`src/rtl/fpu_result_arb_pkg.sv`:
```
// Shared FPU definitions for the result collector and its arbiter.
//   fflag_idx_e : bit positions inside a 5-bit fflags word {NV,DZ,OF,UF,NX}
//   fpu_src_e   : default source-index assignment of the FPU sub-units
//   fflags_t    : 5-bit exception flag word
//   fflags_acc_next : next value of the sticky FCSR flag accumulator
package fpu_result_arb_pkg;

  localparam int FFLAGS_W = 5;

  typedef enum int {
    FFLAG_NX = 0,
    FFLAG_UF = 1,
    FFLAG_OF = 2,
    FFLAG_DZ = 3,
    FFLAG_NV = 4
  } fflag_idx_e;

  typedef enum int {
    FPU_SRC_FMA = 0,
    FPU_SRC_CMP = 1,
    FPU_SRC_MV  = 2,
    FPU_SRC_CVT = 3
  } fpu_src_e;

  typedef logic [FFLAGS_W-1:0] fflags_t;

  // A clear discards the history but still records flags delivered in the
  // same cycle, so no exception reported to writeback is ever lost.
  function automatic fflags_t fflags_acc_next(input fflags_t acc,
                                              input fflags_t flags,
                                              input logic    deliver,
                                              input logic    clr);
    fflags_t delivered;
    delivered = deliver ? flags : '0;
    return clr ? delivered : (acc | delivered);
  endfunction

endpackage

```
`src/rtl/fpu_result_arb_rr_arbiter.sv`:
```
// Combinational round-robin arbiter.
//   req : request vector, one bit per requester
//   ptr : highest-priority index this cycle (must be < N)
//   gnt : one-hot grant, all zero when no request
//   idx : binary index of the granted requester (0 when none)
//   any : at least one request is present
module fpu_result_arb_rr_arbiter #(
  parameter int N     = 4,
  parameter int IDX_W = $clog2(N)
) (
  input  logic [N-1:0]     req,
  input  logic [IDX_W-1:0] ptr,
  output logic [N-1:0]     gnt,
  output logic [IDX_W-1:0] idx,
  output logic             any
);

  // Walk the requesters starting at ptr, wrapping modulo N; the first hit
  // wins. Indices >= N are never generated, so non-power-of-2 N is safe.
  always_comb begin
    int k;
    gnt = '0;
    idx = '0;
    any = 1'b0;
    k   = 0;
    for (int i = 0; i < N; i++) begin
      k = int'(ptr) + i;
      if (k >= N) k = k - N;
      if (!any && req[k]) begin
        any    = 1'b1;
        gnt[k] = 1'b1;
        idx    = IDX_W'(k);
      end
    end
  end

endmodule

```
`src/rtl/fpu_result_arb.sv`:
```
// Result collector for the FPU sub-units. Completed results are arbitrated
// round-robin into a single registered output slot feeding writeback, and
// the exception flags of every delivered result are kept in a sticky
// accumulator for the FCSR.
//   clk, rst_n   : clock, asynchronous active-low reset
//   src_valid_i  : per-source result valid
//   src_ready_o  : per-source accept (transfer on valid & ready)
//   src_result_i : packed results, source k at [k*W +: W]
//   src_fflags_i : packed fflags, source k at [k*5 +: 5]
//   out_valid_o / out_ready_i : output slot handshake
//   out_result_o, out_fflags_o, out_src_o : registered slot contents
//   fflags_clr_i : clear the sticky accumulator
//   fflags_acc_o : sticky OR of fflags of all delivered results
module fpu_result_arb
  import fpu_result_arb_pkg::*;
#(
  parameter int EXPWIDTH  = 8,
  parameter int PRECISION = 24,
  parameter int NUM_SRC   = 4,
  parameter int SRC_W     = $clog2(NUM_SRC)
) (
  input  logic                                clk,
  input  logic                                rst_n,
  input  logic [NUM_SRC-1:0]                  src_valid_i,
  output logic [NUM_SRC-1:0]                  src_ready_o,
  input  logic [NUM_SRC*(EXPWIDTH+PRECISION)-1:0] src_result_i,
  input  logic [NUM_SRC*5-1:0]                src_fflags_i,
  output logic                                out_valid_o,
  input  logic                                out_ready_i,
  output logic [EXPWIDTH+PRECISION-1:0]       out_result_o,
  output logic [4:0]                          out_fflags_o,
  output logic [SRC_W-1:0]                    out_src_o,
  input  logic                                fflags_clr_i,
  output logic [4:0]                          fflags_acc_o
);

  localparam int W = EXPWIDTH + PRECISION;

  logic [W-1:0]     result_p1;
  fflags_t          fflags_p1;
  logic [SRC_W-1:0] src_p1;
  logic             vld_p1;
  logic [SRC_W-1:0] rr;
  fflags_t          acc;

  logic [NUM_SRC-1:0] gnt;
  logic [SRC_W-1:0]   gnt_idx;
  logic               gnt_any;
  logic               slot_free;
  logic               accept;
  logic               deliver;

  function automatic logic [SRC_W-1:0] next_ptr(input logic [SRC_W-1:0] g);
    if (int'(g) == NUM_SRC - 1) return '0;
    return g + 1'b1;
  endfunction

  // Stage p0: arbitration among sources presenting a result
  fpu_result_arb_rr_arbiter #(
    .N     (NUM_SRC),
    .IDX_W (SRC_W)
  ) u_rr_arbiter (
    .req (src_valid_i),
    .ptr (rr),
    .gnt (gnt),
    .idx (gnt_idx),
    .any (gnt_any)
  );

  // The slot can take a new result when empty or being drained this cycle,
  // which gives back-to-back transfers without a bubble.
  assign slot_free   = !vld_p1 || out_ready_i;
  assign src_ready_o = slot_free ? gnt : '0;
  assign accept      = slot_free && gnt_any;
  assign deliver     = vld_p1 && out_ready_i;

  // Stage p1: registered output slot, round-robin pointer, accumulator
  always_ff @(posedge clk or negedge rst_n) begin
    if (!rst_n) begin
      vld_p1    <= 1'b0;
      result_p1 <= '0;
      fflags_p1 <= '0;
      src_p1    <= '0;
      rr        <= '0;
      acc       <= '0;
    end else begin
      if (accept) begin
        vld_p1    <= 1'b1;
        result_p1 <= src_result_i[gnt_idx*W +: W];
        fflags_p1 <= src_fflags_i[gnt_idx*5 +: 5];
        src_p1    <= gnt_idx;
        rr        <= next_ptr(gnt_idx);
      end else if (deliver) begin
        vld_p1 <= 1'b0;
      end
      acc <= fflags_acc_next(acc, fflags_p1, deliver, fflags_clr_i);
    end
  end

  assign out_valid_o  = vld_p1;
  assign out_result_o = result_p1;
  assign out_fflags_o = fflags_p1;
  assign out_src_o    = src_p1;
  assign fflags_acc_o = acc;

endmodule

```
`config.mk`:
```
export PLATFORM = sky130hd
export DESIGN_NAME = fpu_result_arb
export DESIGN_NICKNAME = d
export VERILOG_FILES = /design/src/rtl/fpu_result_arb_pkg.sv /design/src/rtl/fpu_result_arb_rr_arbiter.sv /design/src/rtl/fpu_result_arb.sv
export SDC_FILE = /design/constraint.sdc
export NUM_CORES = 1
export LEC_CHECK = 0
export ABC_AREA = 1
export CORE_MARGIN = 3
export CORE_UTILIZATION = 48
export DETAILED_ROUTE_END_ITERATION = 10
export DONT_BUFFER_PORTS = 1
export GPL_TIMING_DRIVEN = 1
export HOLD_SLACK_MARGIN = 0.06
export MAX_ROUTING_LAYER = met4
export PLACE_DENSITY = 0.69
export RECOVER_POWER = 100
export SKIP_CTS_REPAIR_TIMING = 1
export SLEW_MARGIN = 0
export SYNTH_ARGS = -nofsm -noshare
export SYNTH_HDL_FRONTEND = slang
export SYNTH_SLANG_ARGS = --single-unit
```
`constraint.sdc`:
```
create_clock -name clk -period 3.2 [get_ports clk]
set_input_delay 0.8 -clock clk [delete_from_list [all_inputs] [get_ports clk]]
set_output_delay 0.8 -clock clk [all_outputs]
set_load 0.02 [all_outputs]
```
==> implementation parameters <==
Parameter                              Value

Drt
  Number of search-and-repair iterations in the first detailed-routing pass    4
  Detailed-route via count    3,841
  Wire length on met1    4.35 mm
  Wire length on met2    5.37 mm
  Detailed-route wire length per cell    14.2 um
  Top metal layer carrying routed signals    met4
  Length of routed met3 wiring    750 um
  Mean number of vias per cell    5.17
  Starting DRT DRC Count    125
  DRC violation count after routing    0
  Antenna Nets Post-Route    0
  Total wire length    10.6 mm

Finish
  Share of post-route cells with drive strength above 1    0.0577
  Number of antenna cells inserted    0
  Commonest cells after routing, fill and taps aside    233 x nand2_1, 137 x inv_1, 130 x nand3_1
  Filler-free cell count of the finished design    743
  Most common cell after layout, fill and taps aside    nand2_1
  Final-stage net count    802
  Final Util    0.510
  Post-route design area    4000 sq um
  Growth of design area from synthesis to finish    1.78%

Critical path
  Required time of the critical path    2.40 ns
  Kind of end point of the critical path    primary output
  Crit path DAT    2.22 ns
  Worst reg2reg path startpoint    rr[1]
  Crit. Startpoint    rr[1]
  Crit start category    flip-flop
  Critical path peak fanout    6
  Setup CP Type    flip-flop to primary output

Floorplan
  Floorplan die height    96.5 um
  Horiz. Die Dim    96.5 um
  Floorplan core area    7850 sq um
  Initial Utilization    0.501
  Total I/O pin count    205
  Die ar.    9310 sq um
  Standard-cell row count    32

Synthesis
  Cell type with the largest total area after synthesis    dfrtp_1
  Cell area after synthesis    3930 sq um
  Post-Synthesis Net Count    815
  Fraction of synthesized cell area taken by the top area cell type    0.299
  Post-Synthesis Cells    653
  Yosys synthesis warning count    0
  Sequential share of the synthesized area    0.299
  Mean cell area of the mapped netlist    6.02 sq um
  Flop and latch count out of synthesis    47
  Number of distinct library cells after synthesis    28
  Leading cell types by total area after synthesis    dfrtp_1 30%, nand2_1 22%, nand3_1 17%

Power
  Max rail drop VDD    742 uV
  Reported leakage power    2.45 nW
  Design Power    5.88 mW
  Power density of the placed cells    1470 nW/um^2

Global routing
  Maximum number of pins on one net before global-route repair    58
  Global-route wire length before repair    15.8 mm
  GR Overflow Total    0
  Tot GR Track Use    0.223
  Initial antenna violation count    0
  Number of global-route vias before repair    3,454

Placement
  Placed cell area    3900 sq um
  Placed Instances    732
  Buffers added on ports    0
  Final Wtd Congestion    0.871
  Setup slack after placement    0.314 ns
  Dpl hpwl    8.01 mm

Clock network
  CTS Buf Count    5
  Register clock-pin slew on the reported worst setup and hold paths    0.09 ns
  Clock tree from TritonCTS    built
  Number of clock sinks    47
  Clock insertion delay at the later pin of the skew report    0.30 ns
  Number of buffers on the longest clock path    2
  Number of H-tree levels    2
  Clock Tree Root    clkbuf_8

Run status
  Run status    finished, final reports clean

STA
  Clock Skews    0.00663 ns
  Tightest Pin Transition    0.811 ns
  Fin. max-slew vios    0
  Least setup slack across all paths after layout    0.178 ns
  Final period utilization    0.944
  Worst slew margin relative to its limit    0.459
  Endpoints failing hold    0
  Min Clock Period, post-route    3.02 ns
  Fmax    331 MHz
  Setup Viol. Count Final    0
  Unrepaired setup endpoints after global routing    no

Job
  Number of max-capacitance violations reported    0

Min path
  Min-delay worst type    input pin to async pin
==> through the flow <==
step                      hold slack [ns]  TNS [ns]
final                               0.177         0
after global routing                0.159         0
after CTS                           0.169   -0.0201
after detailed placement            0.505         0
after global placement              0.506         0
after floorplan                     0.504         0
==> flip-flops by register name, indices dropped and copies added, names as in the netlist <==
name	flops
out_fflags_o	5
out_src_o	2
fflags_acc_o	5
out_result_o	32
out_valid_o	1
rr	2
==> report_power, final <==
group          switching [mW]  leakage, nW  internal, mW
Clock                   0.205       0.0412         0.153
Sequential              0.626        0.568         0.937
Combinational            2.68         1.84          1.28
==> cell families (layout without fill, tap and decap cells) <==
logic type	Yosys count	in the layout	share of synthesized area
AO/OA/AOI/OAI	24	24	0.0338
adder cells (fa/ha/maj)	6	6	0.0191
buffers and inverters	174	162	0.193
flip-flops	47	47	0.299
AND/OR/NAND/NOR	402	402	0.454
==> critical path, cell delays in order, from the launching register on <==
cell and delay, ns:
dfrtp_2 0.43, inv_2 0.08, ha_1 0.34, inv_1 0.10
nand3_1 0.13, nand2_4 0.09, nor2_1 0.28, a22oi_1 0.11
o21ai_0 0.10, o21ai_0 0.10, inv_1 0.16
==> path summary, 6_finish.rpt <==
| path | slack, ns | cells after the start | to |
|---|---|---|---|
| max | 0.18 | 10 | src_ready_o[1] |
| min | 0.18 | 0 | out_result_o[10] |
| max reg2reg | 0.36 | 13 | rr[1] |
| min reg2reg | 0.64 | 2 | out_result_o[30] |
| max in group asynchronous | 2.92 | 0 | rr[0] |
| min in group clk | 0.60 | 1 | fflags_acc_o[3] |
==> layout make-up <==
cell class / instances / area (sq um)
Fill cell: 863 / 3850
Clock buffer: 6 / 72.6
Clock inverter: 2 / 12.5
Tap cell: 102 / 128
Multi-Input combinational cell: 432 / 1990
Sequential cell: 47 / 1180
Timing Repair Buffer: 12 / 83.8
Inverter: 142 / 538
==> Yosys cell counts <==
library cell	n
or2_0	11
a21boi_0	1
nand2_4	1
nor2_1	7
nand4_4	1
nand2_1	233
inv_4	2
inv_2	3
inv_1	137
clkbuf_1	5
buf_4	10
buf_6	7
o21a_1	1
a21oi_1	5
nor2_2	2
buf_1	1
buf_2	9
nand4_1	1
a22oi_1	2
or2_1	7
nand2_2	6
nand3_2	1
dfrtp_1	47
o22ai_1	2
o21ai_0	13
nor2_4	2
ha_1	6
nand3_1	130
==> layer usage <==
layer  global-route usage  vias up
met2                0.383      121
met3               0.0488       10
li1                     -     1936
met5                    -        -
met4               0.0689        0
met1                0.263     1774
Note: power is estimated with default switching activity, not from simulation.
